[config.mk]
export PLATFORM = sky130hd
export DESIGN_NAME = bp_update_scheduler
export DESIGN_NICKNAME = d
export VERILOG_FILES = /design/src/rtl/bp_pkg.sv /design/src/rtl/bp_upd_fifo.sv /design/src/rtl/bp_update_scheduler.sv
export SDC_FILE = /design/constraint.sdc
export NUM_CORES = 1
export LEC_CHECK = 0
export BUFFER_PORTS_ARGS = -buffer_cell sky130_fd_sc_hd__buf_2
export CAP_MARGIN = 30
export CORE_ASPECT_RATIO = 1.1
export CORE_MARGIN = 2
export CORE_UTILIZATION = 40
export CTS_BUF_LIST = sky130_fd_sc_hd__clkbuf_2
export CTS_CLUSTER_DIAMETER = 120
export DETAILED_ROUTE_END_ITERATION = 10
export GPL_TIMING_DRIVEN = 1
export HOLD_SLACK_MARGIN = 0.1
export SYNTH_ARGS = -nofsm -noshare
export SYNTH_HDL_FRONTEND = slang
export SYNTH_SLANG_ARGS = --single-unit
[constraint.sdc]
create_clock -name clk -period 7.6 [get_ports clk]
set_input_delay 1.52 -clock clk [delete_from_list [all_inputs] [get_ports clk]]
set_output_delay 1.52 -clock clk [all_outputs]
set_load 0.02 [all_outputs]
[src/rtl/bp_pkg.sv]
// Shared types for the branch-predictor update scheduler: BTB geometry,
// the queued update record and the sweep/run state encoding.
package bp_pkg;

  localparam int IDX_W = 3;
  localparam int TAG_W = 31 - IDX_W;

  typedef struct packed {
    logic [IDX_W-1:0] idx;
    logic [TAG_W-1:0] tag;
    logic [31:0]      target;
    logic             taken;
  } bp_upd_t;

  typedef enum logic {
    CLEAR = 1'b0,
    RUN   = 1'b1
  } bp_state_e;

  // Instructions are halfword aligned, so pc[0] never selects an entry.
  function automatic bp_upd_t make_upd(input logic [31:0] pc,
                                       input logic [31:0] target,
                                       input logic        taken);
    bp_upd_t u;
    u.idx    = pc[IDX_W:1];
    u.tag    = pc[31:IDX_W+1];
    u.target = target;
    u.taken  = taken;
    return u;
  endfunction

endpackage

[src/rtl/bp_upd_fifo.sv]
// DEPTH-entry synchronous FIFO of predictor updates. The caller guarantees
// push only when not full (or popping) and pop only when not empty.
module bp_upd_fifo
  import bp_pkg::*;
#(
  parameter int DEPTH = 4
) (
  input  logic                     clk,
  input  logic                     rst_n,
  input  logic                     clear,
  input  logic                     push,
  input  logic                     pop,
  input  bp_upd_t                  din,
  output bp_upd_t                  dout,
  output logic                     full,
  output logic                     empty,
  output logic [$clog2(DEPTH):0]   count
);

  localparam int PTR_W = $clog2(DEPTH);

  bp_upd_t            mem [DEPTH];
  logic [PTR_W-1:0]   wr_ptr;
  logic [PTR_W-1:0]   rd_ptr;

  always_ff @(posedge clk or negedge rst_n) begin
    if (!rst_n) begin
      wr_ptr <= '0;
      rd_ptr <= '0;
      count  <= '0;
    end else if (clear) begin
      wr_ptr <= '0;
      rd_ptr <= '0;
      count  <= '0;
    end else begin
      if (push) wr_ptr <= wr_ptr + 1'b1;
      if (pop)  rd_ptr <= rd_ptr + 1'b1;
      case ({push, pop})
        2'b10:   count <= count + 1'b1;
        2'b01:   count <= count - 1'b1;
        default: count <= count;
      endcase
    end
  end

  // Storage needs no reset: entries are only read once counted valid.
  always_ff @(posedge clk) begin
    if (push && !clear) mem[wr_ptr] <= din;
  end

  assign dout  = mem[rd_ptr];
  assign full  = (count == ($clog2(DEPTH)+1)'(DEPTH));
  assign empty = (count == '0);

endmodule

[src/rtl/bp_update_scheduler.sv]
// Queues resolved-branch updates and drives the single BTB write port,
// giving the post-reset / flush invalidation sweep absolute priority.
module bp_update_scheduler #(
  parameter int DEPTH = 4,
  parameter int IDX_W = bp_pkg::IDX_W,
  parameter int TAG_W = bp_pkg::TAG_W,
  parameter int CNT_W = 8
) (
  input  logic               clk,
  input  logic               rst_n,
  input  logic               memory_stall,
  input  logic               flush_req,
  input  logic               resolve_valid,
  input  logic [31:0]        resolve_pc,
  input  logic               resolve_taken,
  input  logic [31:0]        resolve_target,
  output logic               upd_valid,
  output logic [IDX_W-1:0]   upd_idx,
  output logic [TAG_W-1:0]   upd_tag,
  output logic [31:0]        upd_target,
  output logic               upd_taken,
  output logic               inv_valid,
  output logic [IDX_W-1:0]   inv_idx,
  output logic               busy,
  output logic               q_full,
  output logic [CNT_W-1:0]   drop_cnt
);

  // upd_valid / inv_valid are single-cycle strobes with no ready: the
  // predictor write port must accept whatever is presented that cycle.

  localparam int QC_W = $clog2(DEPTH) + 1;

  bp_pkg::bp_state_e   state;
  logic [IDX_W-1:0]    sweep_idx;
  bp_pkg::bp_upd_t     new_upd;
  bp_pkg::bp_upd_t     head;
  logic                fifo_full;
  logic                fifo_empty;
  logic [QC_W-1:0]     fifo_count;
  logic                pop;
  logic                push;
  logic                drop;

  assign new_upd = bp_pkg::make_upd(resolve_pc, resolve_target, resolve_taken);

  // flush_req outranks both queue operations; its resolve simply vanishes.
  assign pop  = (state == bp_pkg::RUN) && !fifo_empty && !memory_stall && !flush_req;
  assign push = resolve_valid && !flush_req && (!fifo_full || pop);
  assign drop = resolve_valid && !flush_req && fifo_full && !pop;

  bp_upd_fifo #(.DEPTH(DEPTH)) u_fifo (
    .clk   (clk),
    .rst_n (rst_n),
    .clear (flush_req),
    .push  (push),
    .pop   (pop),
    .din   (new_upd),
    .dout  (head),
    .full  (fifo_full),
    .empty (fifo_empty),
    .count (fifo_count)
  );

  always_ff @(posedge clk or negedge rst_n) begin
    if (!rst_n) begin
      state      <= bp_pkg::CLEAR;
      sweep_idx  <= '0;
      upd_valid  <= 1'b0;
      upd_idx    <= '0;
      upd_tag    <= '0;
      upd_target <= '0;
      upd_taken  <= 1'b0;
      inv_valid  <= 1'b0;
      inv_idx    <= '0;
      drop_cnt   <= '0;
    end else begin
      if (drop && (drop_cnt != '1)) drop_cnt <= drop_cnt + 1'b1;

      if (flush_req) begin
        state     <= bp_pkg::CLEAR;
        sweep_idx <= '0;
        inv_valid <= 1'b0;
        upd_valid <= 1'b0;
      end else begin
        case (state)
          bp_pkg::CLEAR: begin
            inv_valid <= 1'b1;
            inv_idx   <= sweep_idx;
            sweep_idx <= sweep_idx + 1'b1;
            upd_valid <= 1'b0;
            if (sweep_idx == '1) state <= bp_pkg::RUN;
          end
          bp_pkg::RUN: begin
            inv_valid <= 1'b0;
            upd_valid <= pop;
            if (pop) begin
              upd_idx    <= head.idx;
              upd_tag    <= head.tag;
              upd_target <= head.target;
              upd_taken  <= head.taken;
            end
          end
          default: state <= bp_pkg::CLEAR;
        endcase
      end
    end
  end

  assign busy   = (state == bp_pkg::CLEAR);
  assign q_full = (fifo_count == QC_W'(DEPTH));

endmodule

==> results of run 1 <==
[cell usage in the layout, fill, tap and decap left out, types with 7 or more instances in the layout]
cell,n
edfxtp_1,256
nor2_1,17
xor2_1,7
ha_1,7
buf_2,146
mux4_2,64
clkinv_1,14
dfrtp_1,86
mux2_2,70
clkbuf_2,137
[metal layers]
metal | vias to the layer above | routed length [microns]
li1 | 2883 | -
met1 | 3313 | 9960
met2 | 182 | 12700
met3 | 39 | 1810
met4 | 2 | 370
met5 | - | 11
[power groups by stage]
stage | registers (W) | clock network, W | logic, W
CTS | 0.00212 | 0.00126 | 0.000187
finish | 0.00212 | 0.00120 | 0.000182
detailed placement | 0.00216 | 0 | 0.000186
floorplan | 0.00218 | 0 | 0.0000680
global placement | 0.00215 | 0 | 0.000173
global route | 0.00212 | 0.00136 | 0.000201
[worst register-to-register path: stages (launching register included)]
cell	delay, ns
dfrtp_1	0.50
nor2b_1	0.57
o31a_2	0.32
and2b_4	0.28
buf_4	0.73
mux2_2	0.45
[cell families after synthesis]
kind of cell               Yosys count  share of synthesized area, %
buffers and inverters               32                          1.21
xor gates and xnor gates            10                         0.682
DFF                                344                          77.0
muxes                              138                          17.7
and+or+nand+nor                     49                          2.10
adders and majority gates            8                         0.837
AOI/OAI and AO/OA                    9                         0.516
[per-stage QoR]
stage	hold WS [ns]	power, W	utilization [%]
final	0.502	0.00350	47.5
after global routing	0.530	0.00369	47.5
after CTS	0.505	0.00357	47.5
after detailed placement	0.489	0.00235	45.0
after global placement	0.474	0.00233	44.5
after floorplan	0.506	0.00225	-
[sequential cells by signal, indices dropped and copies added (netlist names), 3 cells and up]
name          cells
upd_tag          28
u_fifo.count      3
inv_idx           3
sweep_idx         3
u_fifo.mem      256
drop_cnt          8
upd_target       32
upd_idx           3
[final timing paths]
kind,startpoint,to,depth (start not counted)
max,u_fifo.count[1]$_DFFE_PN0P_,q_full,3
max reg2reg,state$_DFF_PN0_,upd_target[0]$_DFFE_PN0P_,5
min reg2reg,drop_cnt[5]$_DFFE_PN0P_,drop_cnt[5]$_DFFE_PN0P_,1
max in group asynchronous,rst_n,upd_tag[8]$_DFFE_PN0P_,2
min,drop_cnt[5]$_DFFE_PN0P_,drop_cnt[5]$_DFFE_PN0P_,1
min in group asynchronous,rst_n,upd_tag[26]$_DFFE_PN0P_,1
[area by class of cell]
class / count / area (sq um)
antenna: 2 / 5.00
multi-input combinational: 214 / 2820
clock buffer: 137 / 686
sequential: 344 / 9900
timing repair buffer: 155 / 898
clock inverter: 21 / 109
fill: 2725 / 16500
tap: 420 / 526
inverter: 6 / 22.5
==> key figures, run 1 <==
Clock network
  • CTS resizes: 0
  • # Post-CTS Setup Buffers: 0
  • CTS hold repair buffers: 0
  • Clk_lat worst skew: 0.85 ns
  • Clock transition at the registers of the reported paths: 0.12 ns
  • Clk sinks: 344
  • CTS Buf Count: 85
  • Root Driver: clkbuf_2
  • Clock buffer depth: 3
  • H-tree depth: 3
  • TritonCTS clock tree: built

Logic synthesis
  • Synth top area share: 59.8%
  • Post-Syn Nets: 668
  • Mapped Area: 12800 sq um
  • Most frequent cells after synthesis: edfxtp_1, dfrtp_1, mux2_2
  • Syn Area/Cell: 21.8 sq um
  • Ys Warns: 0
  • Main synth FF type: edfxtp_1
  • Syn Inst Count: 590
  • Most common cell in the netlist: edfxtp_1
  • Top post-synthesis cells by area: edfxtp_1, dfrtp_1, mux4_2
  • EDFF count, synth: 256
  • Yosys top cell by area: edfxtp_1
  • Post-synth ARST share: 25.6%
  • Seq/Total Area, Yosys: 77.0%
  • Synth cell types: 40
  • #FFs+latches synth: 344

Placement
  • Final GP Congestion: 0.768
  • Place WS: 3.54 ns
  • Dpl cells: 1139
  • Final HPWL DP: 14600 microns
  • Port Buffer Count: 147
  • Placed cell area: 14200 sq um

Power
  • Sequential fraction of design power: 60.4%
  • Pwr dens: 234 nW/um^2
  • Comb pwr share: 5.2%
  • Net Switching: 0.000834 W
  • Power share of the clock group: 34.4%
  • Switching share of power: 23.8%
  • Leakage: 5.88 nW
  • Peak supply drop: 0.000130 V
  • P_int: 0.00267 W

Worst setup path
  • CP arrival: 2.03 ns
  • CP max stage delay: 0.49 ns
  • Worst path cell trace: or3b_4 > inv_1 > buf_2
  • Required time of the critical path: 6.08 ns
  • CP startpoint kind: register
  • R2r setup slk: 4.61 ns
  • Largest delay share family, worst path: flip-flops
  • Crit-path max FO: 7
  • Crit end category: primary output
  • CP bufs+invs: 2
  • Critical-path top delay cell: dfrtp_1
  • Setup CP Type: register to primary output

Route
  • DRC: 0
  • Final Routed Wirelength: 24900 microns
  • DR vias/cell: 4.94
  • ANT nets after route: 0
  • Total number of vias: 6419
  • Post-DR wirelength/cell: 19.1 microns
  • Drt initial violations: 317
  • DRT Pass-1 Iters: 4

Flow run
  • Max-Cap Viols: 0

Final layout
  • Non-Filler Instances: 1299
  • Final net count: 884
  • Area growth, synth to finish: 16.4%
  • Fin area: 15000 sq um
  • Layout cell share with drive strength beyond 1: 50.9%

Timing
  • RSZ-0062 raised after global routing: false
  • Slew Limit Fails: 0
  • Final cycle utilization of the critical path: 46.7%
  • Final hold viol count: 0
  • Final setup fails: 0
  • Max Clock Freq: 0.282 GHz
  • Final worst-path setup slack: 4.05 ns
  • Worst slew margin: 41.8%
  • Setup TNS: 0 ns
  • Clock Skews: 0.0647 ns
  • Worst slew pin tran: 0.874 ns
  • Period minus WS final: 3.55 ns

Floorplanning
  • Rows: 68
  • Initial core utilization: 40.8%
  • Die Wd: 175 microns
  • Core box area: 31500 sq um
  • Num ports: 149
  • Chip Height: 192 microns
  • Die ar.: 33600 sq um

Global route
  • Gr usage total: 15.5%
  • Global-route met1 utilization: 18.0%
  • Gr busiest metal: met2
  • Grt total ovfl: 0
  • Maximum number of pins on one net before global-route repair: 55
  • Met2 Use GR: 26.6%
  • Met3 Use GR: 5.40%
  • First-pass GRT wire length: 39400 microns
  • Vias in the first global route: 7300
  • Initial antenna violation count: 3

Worst hold path
  • Worst hold path type: register to register

Outcome
  • Status: finished clean
Power figures use the tool's default switching activity.
==> inputs of run 2 (changes only) <==
--- a/config.mk
+++ b/config.mk
@@ -5,6 +5,7 @@
 export SDC_FILE = /design/constraint.sdc
 export NUM_CORES = 1
 export LEC_CHECK = 0
+export ABC_AREA = 1
 export BUFFER_PORTS_ARGS = -buffer_cell sky130_fd_sc_hd__buf_2
 export CAP_MARGIN = 30
 export CORE_ASPECT_RATIO = 1.1
==> constraint.sdc (replaced) <==
create_clock -name clk -period 3.43 [get_ports clk]
set_input_delay 0.686 -clock clk [delete_from_list [all_inputs] [get_ports clk]]
set_output_delay 0.686 -clock clk [all_outputs]
set_load 0.02 [all_outputs]
==> key figures, run 2 <==
Logic synthesis
  • Top post-synthesis cells by area: edfxtp_1, dfrtp_1, nand2_1
  • Synth top area share: 58.5%
  • Synth Area in Adders: 0.819%
  • Post-Syn Nets: 1116
  • Yosys top cell by area: edfxtp_1
  • Most common cell in the netlist: edfxtp_1
  • Syn Area/Cell: 12.7 sq um
  • #FFs+latches synth: 344
  • Largest family of logic cells by synthesized area: simple AND/OR/NAND/NOR gates
  • Main synth FF type: edfxtp_1
  • Post-synthesis compound-gate area fraction: 8.46%
  • Post-synthesis xor/xnor area fraction: 0.467%
  • Most frequent cells after synthesis: edfxtp_1, nand2_1, nor2_1
  • Post-Synth Simple-Gate Area: 11.6%
  • Mapped Area: 13100 sq um
  • Post-synthesis mux area share: 0%
  • Syn Inst Count: 1038
  • Post-synth ARST share: 25.6%
  • Seq/Total Area, Yosys: 75.3%
  • EDFF count, synth: 256
  • Ys Warns: 0
  • Synth cell types: 26

Worst setup path
  • Worst path cell trace: nor2_1 > nand2_1 > inv_1 > buf_2
  • CP arrival: 1.81 ns
  • R2R cell count: 6
  • CP startpoint kind: register
  • CP bufs+invs: 2
  • Required time of the critical path: 2.74 ns
  • Critical Path Stages: 4
  • RR Endpoint: drop_cnt[6]$_DFFE_PN0P_
  • R2r setup slk: 1.20 ns
  • Worst r2r src: u_fifo.count[0]$_DFFE_PN0P_
  • Crit-path max FO: 4
  • Setup CP Type: register to primary output
  • Critical-path top delay cell: dfrtp_1
  • CP max stage delay: 0.43 ns
  • Largest delay share family, worst path: flip-flops
  • Crit end category: primary output

Flow run
  • Max-Cap Viols: 0

Worst hold path
  • Worst Hold Depth: 5
  • Hold endpoint: u_fifo.count[2]$_DFFE_PN0P_
  • Worst hold path type: input pin to register
  • Hold Crit Start: resolve_valid

Final layout
  • Largest reg by FF count: u_fifo.mem
  • Layout cell share with drive strength beyond 1: 23.5%
  • Most common cell after layout, fill and taps aside: edfxtp_1
  • Non-Filler Instances: 1811
  • Area taken by multi-input logic gates: 2840 sq um
  • Fillers: 2940
  • Largest regs: u_fifo.mem: 256 flops, upd_target: 32 flops, upd_tag: 28 flops
  • Reg area: 9890 sq um
  • Final core occ: 49.5%
  • Max FFs per register: 256
  • Most frequent cells in the layout: edfxtp_1, nand2_1, buf_2, nor2_1, clkbuf_2
  • Final net count: 1382
  • Area growth, synth to finish: 21.6%

Floorplanning
  • Die ar.: 34300 sq um
  • Die Wd: 177 microns
  • Chip Height: 194 microns
  • Num ports: 149
  • Initial core utilization: 40.7%
  • Rows: 69
  • Core box area: 32300 sq um

Global route
  • Maximum number of pins on one net before global-route repair: 73
  • Vias in the first global route: 8835
  • First-pass GRT wire length: 45900 microns
  • Gr usage total: 17.2%
  • Gr busiest metal: met2
  • Grt total ovfl: 0
  • Met3 Use GR: 4.31%
  • Global-route met1 utilization: 21.2%
  • Met2 Use GR: 28.8%
  • Initial antenna violation count: 4

Timing
  • Final cycle utilization of the critical path: 72.8%
  • Clock Skews: 0.0519 ns
  • RSZ-0062 raised after global routing: false
  • Final hold viol count: 0
  • Worst slew pin tran: 0.840 ns
  • Period minus WS final: 2.50 ns
  • Worst slew margin: 44.0%
  • Final setup fails: 0
  • Final worst-path setup slack: 0.933 ns
  • Hold_ws: 0.331 ns
  • Max Clock Freq: 0.401 GHz
  • Slew Limit Fails: 0

Clock network
  • Clk_lat worst skew: 0.90 ns
  • CTS Buf Count: 89
  • # Post-CTS Setup Buffers: 0
  • TritonCTS clock tree: built
  • Clock buffer depth: 3
  • H-tree depth: 3
  • Clock transition at the registers of the reported paths: 0.09 ns
  • Clk sinks: 344
  • Root Driver: clkbuf_2

Placement
  • Dpl cells: 1572
  • Final GP Congestion: 0.778
  • Final HPWL DP: 15400 microns
  • Port Buffer Count: 147
  • Place WS: 0.676 ns

Power
  • P_int: 0.00629 W
  • Comb pwr share: 5.6%
  • Leakage: 6.76 nW
  • Power share of the clock group: 37.8%
  • Switching share of power: 24.0%
  • Net Switching: 0.00199 W
  • Pwr dens: 518 nW/um^2
  • Peak supply drop: 0.000230 V
  • Sequential fraction of design power: 56.6%

Outcome
  • Status: finished clean

Route
  • Final Routed Wirelength: 29100 microns
  • DRC: 0
  • DR vias/cell: 4.80
  • DRT Pass-1 Iters: 5
  • Drt initial violations: 470
  • Total number of vias: 8696
  • Post-DR wirelength/cell: 16.1 microns
  • ANT nets after route: 0
[run 2: cell count changes after synthesis, sizes merged, moves of 5 or more]
cell | previous run | this run
nor2 | 17 | 143
mux2 | 72 | 0
nand2 | 3 | 235
mux4 | 64 | 0
inv | 6 | 22
o21ai | 2 | 140
buf | 16 | 35
clkbuf | 10 | 22
and2 | 5 | 0
xor2 | 7 | 2
o22ai | 1 | 64
[run 2: what timing repair did]
| item | in CTS | in global routing |
|---|---|---|
| hold buffers | 67 | 0 |
| gates resized for setup | 0 | 0 |
| endpoints found under the hold margin | 314 | 0 |
[run 2: cell type report]
type	instances	area share, %
diodes	4	0.0627
clock buffers	130	4.07
clock inverters	38	1.95
inverters	22	0.533
multi-input cells	615	17.8
flip-flops and latches	344	62.0
well taps	426	3.34
repair buffers	232	10.3
[run 2: routing by layer]
layer	up-vias	share of wire, %
met4	0	1.7
li1	4250	-
met2	233	49
met3	39	5.9
met5	-	0
met1	4174	43
[run 2: logic make-up (layout without fill, tap and decap cells)]
logic type               after synthesis  count (layout)
adder cells (fa/ha/maj)                8               8
XOR/XNOR                               7               7
buffers and inverters                 79             422
AND/OR/NAND/NOR                      394             394
flip-flops                           344             344
AO/OA/AOI/OAI                        206             206
other                                  0               4
[run 2: worst max-delay path by stage]
stage                                     start                     endpoint  slack [ns]
CTS                 u_fifo.count[0]$_DFFE_PN0P_                       q_full        0.81
global route        u_fifo.count[0]$_DFFE_PN0P_                       q_full        0.68
detailed placement                    flush_req  u_fifo.mem[1][14]$_DFFE_PP_        0.68
floorplan                          memory_stall   u_fifo.mem[0][0]$_DFFE_PP_       -0.94
finish              u_fifo.count[0]$_DFFE_PN0P_                       q_full        0.93
global placement                      flush_req  u_fifo.mem[1][15]$_DFFE_PP_        0.69
[run 2: power by group through the flow]
stage               Combinational [W]  Sequential [W]  Clock [W]
finish                       0.000463         0.00469    0.00313
CTS                          0.000470         0.00469    0.00326
global route                 0.000518         0.00470    0.00347
detailed placement           0.000406         0.00478          0
floorplan                    0.000157         0.00483          0
global placement             0.000399         0.00478          0
[run 2: worst register-to-register path: stages, from the launching register on]
cell and delay [ns]:
dfrtp_1 0.43, nor2_1 0.17, nand2_1 0.14, nand3_4 0.08, buf_4 0.65, nand4_1 0.43, o21ai_0 0.28
[run 2: metrics by stage]
stage | power [W] | setup TNS, ns | area, sq um
after CTS | 0.00842 | 0 | 16000
after global routing | 0.00869 | 0 | 16000
after detailed placement | 0.00519 | 0 | 14300
after global placement | 0.00518 | 0 | 14300
after floorplan | 0.00498 | -241.24 | 13100
final | 0.00828 | 0 | 16000
==> inputs of run 3 (changes only) <==
==> constraint.sdc (replaced) <==
create_clock -name clk -period 2.6 [get_ports clk]
set_input_delay 0.52 -clock clk [delete_from_list [all_inputs] [get_ports clk]]
set_output_delay 0.52 -clock clk [all_outputs]
set_load 0.02 [all_outputs]
==> key figures, run 3 (synthesized netlist as in run 2, its figures left out) <==
Outcome
  • Status: finished clean

Route
  • Met2 WL: 14000 microns
  • Total number of vias: 8711
  • Routed met3 length: 1660 microns
  • ANT nets after route: 0
  • WL met1: 12700 microns
  • Post-DR wirelength/cell: 16.0 microns
  • DRT Pass-1 Iters: 5
  • Final Routed Wirelength: 28900 microns
  • DRC: 0
  • DR vias/cell: 4.84
  • Max Used Layer: met5
  • Drt initial violations: 450

Worst setup path
  • Critical Path Stages: 4
  • CP bufs+invs: 2
  • CP max stage delay: 0.44 ns
  • Setup CP Type: register to primary output
  • Worst r2r src: u_fifo.count[0]$_DFFE_PN0P_
  • Crit end category: primary output
  • R2r setup slk: 0.31 ns
  • CP startpoint kind: register
  • CP arrival: 1.82 ns
  • Required time of the critical path: 2.08 ns
  • RR Endpoint: drop_cnt[6]$_DFFE_PN0P_
  • Critical-path top delay cell: dfrtp_1
  • Worst Setup EP: q_full
  • Largest delay share family, worst path: flip-flops
  • R2R cell count: 6
  • Worst path cell trace: nor2_1 > nand2_1 > inv_1 > buf_2
  • Worst Setup SP: u_fifo.count[0]$_DFFE_PN0P_
  • Crit-path max FO: 4

Power
  • Power, Total: 0.0101 W
  • Net Switching: 0.00247 W
  • Sequential fraction of design power: 60.9%
  • Switching share of power: 24.3%
  • Pwr dens: 641 nW/um^2
  • P_int: 0.00768 W
  • Power share of the clock group: 33.0%
  • Comb pwr share: 6.1%
  • Peak supply drop: 0.000303 V
  • Leakage: 6.68 nW

Clock network
  • Clock buffer depth: 3
  • Clock transition at the registers of the reported paths: 0.09 ns
  • CTS Buf Count: 84
  • Clk_lat worst skew: 0.90 ns
  • Root Driver: clkbuf_2
  • Clk sinks: 344
  • # Post-CTS Setup Buffers: 0
  • H-tree depth: 3
  • TritonCTS clock tree: built

Final layout
  • Max FFs per register: 256
  • Largest regs: u_fifo.mem: 256 flops, upd_target: 32 flops, upd_tag: 28 flops
  • Area taken by multi-input logic gates: 2840 sq um
  • Largest reg by FF count: u_fifo.mem
  • Non-Filler Instances: 1799
  • Most common cell after layout, fill and taps aside: edfxtp_1
  • Area growth, synth to finish: 20.5%
  • Reg area: 9890 sq um
  • Layout cell share with drive strength beyond 1: 23.0%
  • Final net count: 1383
  • Most frequent cells in the layout: edfxtp_1, nand2_1, buf_2, nor2_1, clkbuf_2
  • Fillers: 3011

Timing
  • Max Clock Freq: 0.427 GHz
  • Slew Limit Fails: 0
  • Clock Skews: 0.0679 ns
  • Worst slew margin: 40.9%
  • Final hold viol count: 0
  • Final cycle utilization of the critical path: 90.2%
  • Final worst-path setup slack: 0.256 ns
  • RSZ-0062 raised after global routing: false
  • Period minus WS final: 2.34 ns
  • Worst slew pin tran: 0.886 ns
  • Final setup fails: 0

Global route
  • Gr usage total: 17.2%
  • Maximum number of pins on one net before global-route repair: 132
  • Vias in the first global route: 8868
  • Initial antenna violation count: 4
  • Grt total ovfl: 0
  • First-pass GRT wire length: 46000 microns

Floorplanning
  • Core box area: 32300 sq um
  • Die ar.: 34300 sq um
  • Initial core utilization: 40.7%
  • Chip Height: 194 microns
  • Rows: 69
  • Die Wd: 177 microns
  • Num ports: 149

Placement
  • Final HPWL DP: 15200 microns
  • Place WS: 0.235 ns
  • Dpl cells: 1575
  • Final GP Congestion: 0.804
  • Port Buffer Count: 147

Worst hold path
  • Worst hold path type: input pin to async pin

Flow run
  • Max-Cap Viols: 0
[run 3: cell types whose count changed in the layout (fill, tap and decap cells not counted)]
cell,previous run,this run
bufinv_16,6,0
clkinv_2,9,1
dlygate4sd3_1,67,70
buf_12,8,11
clkinv_1,22,17
clkbuf_2,130,132
diode_2,4,3
[run 3: worst min path at each step]
stage	from	to	slack, ns	cells after the start
after floorplan	rst_n	drop_cnt[0]$_DFFE_PN0P_	0.22	0
after global placement	inv_idx[0]$_DFFE_PN0P_	inv_idx[0]$_DFFE_PN0P_	0.45	2
after CTS	rst_n	upd_tag[16]$_DFFE_PN0P_	0.11	2
final	rst_n	upd_tag[16]$_DFFE_PN0P_	0.19	2
after detailed placement	upd_target[13]$_DFFE_PN0P_	upd_target[13]$_DFFE_PN0P_	0.46	2
after global routing	rst_n	u_fifo.count[0]$_DFFE_PN0P_	0.12	2
[run 3: metrics by stage]
step | TNS (ns) | util [%] | hold slack [ns] | area (sq um)
floorplan | -148.26 | - | 0.224 | 13100
global placement | 0 | 44.6 | 0.449 | 14400
detailed placement | 0 | 44.6 | 0.459 | 14400
CTS | 0 | 49.0 | 0.109 | 15800
global route | 0 | 49.0 | 0.120 | 15800
finish | 0 | 49.0 | 0.187 | 15800
[run 3: routing by layer]
metal,vias to the layer above,GRT usage [%]
met5,-,0
met4,4,6.52
met3,42,4.63
met2,211,29.0
met1,4215,21.2
li1,4239,-
[run 3: timing repair]
item | CTS | global route
hold endpoints to repair | 363 | 0
hold buffers | 70 | 0
resized for setup | 0 | 0
[run 3: cell type report]
cell class / instances / area share (%)
Clock buffer: 132 / 4.17
Multi-Input combinational cell: 615 / 17.9
Antenna cell: 3 / 0.0474
Clock inverter: 19 / 0.458
Timing Repair Buffer: 238 / 11.0
Inverter: 22 / 0.538
Sequential cell: 344 / 62.5
Tap cell: 426 / 3.37
[run 3: power by group through the flow]
stage	Clock, W	Combinational, W	Sequential (W)
floorplan	0	0.000210	0.00636
global placement	0	0.000537	0.00630
detailed placement	0	0.000546	0.00630
CTS	0.00351	0.000634	0.00618
global route	0.00380	0.000696	0.00620
finish	0.00334	0.000621	0.00618
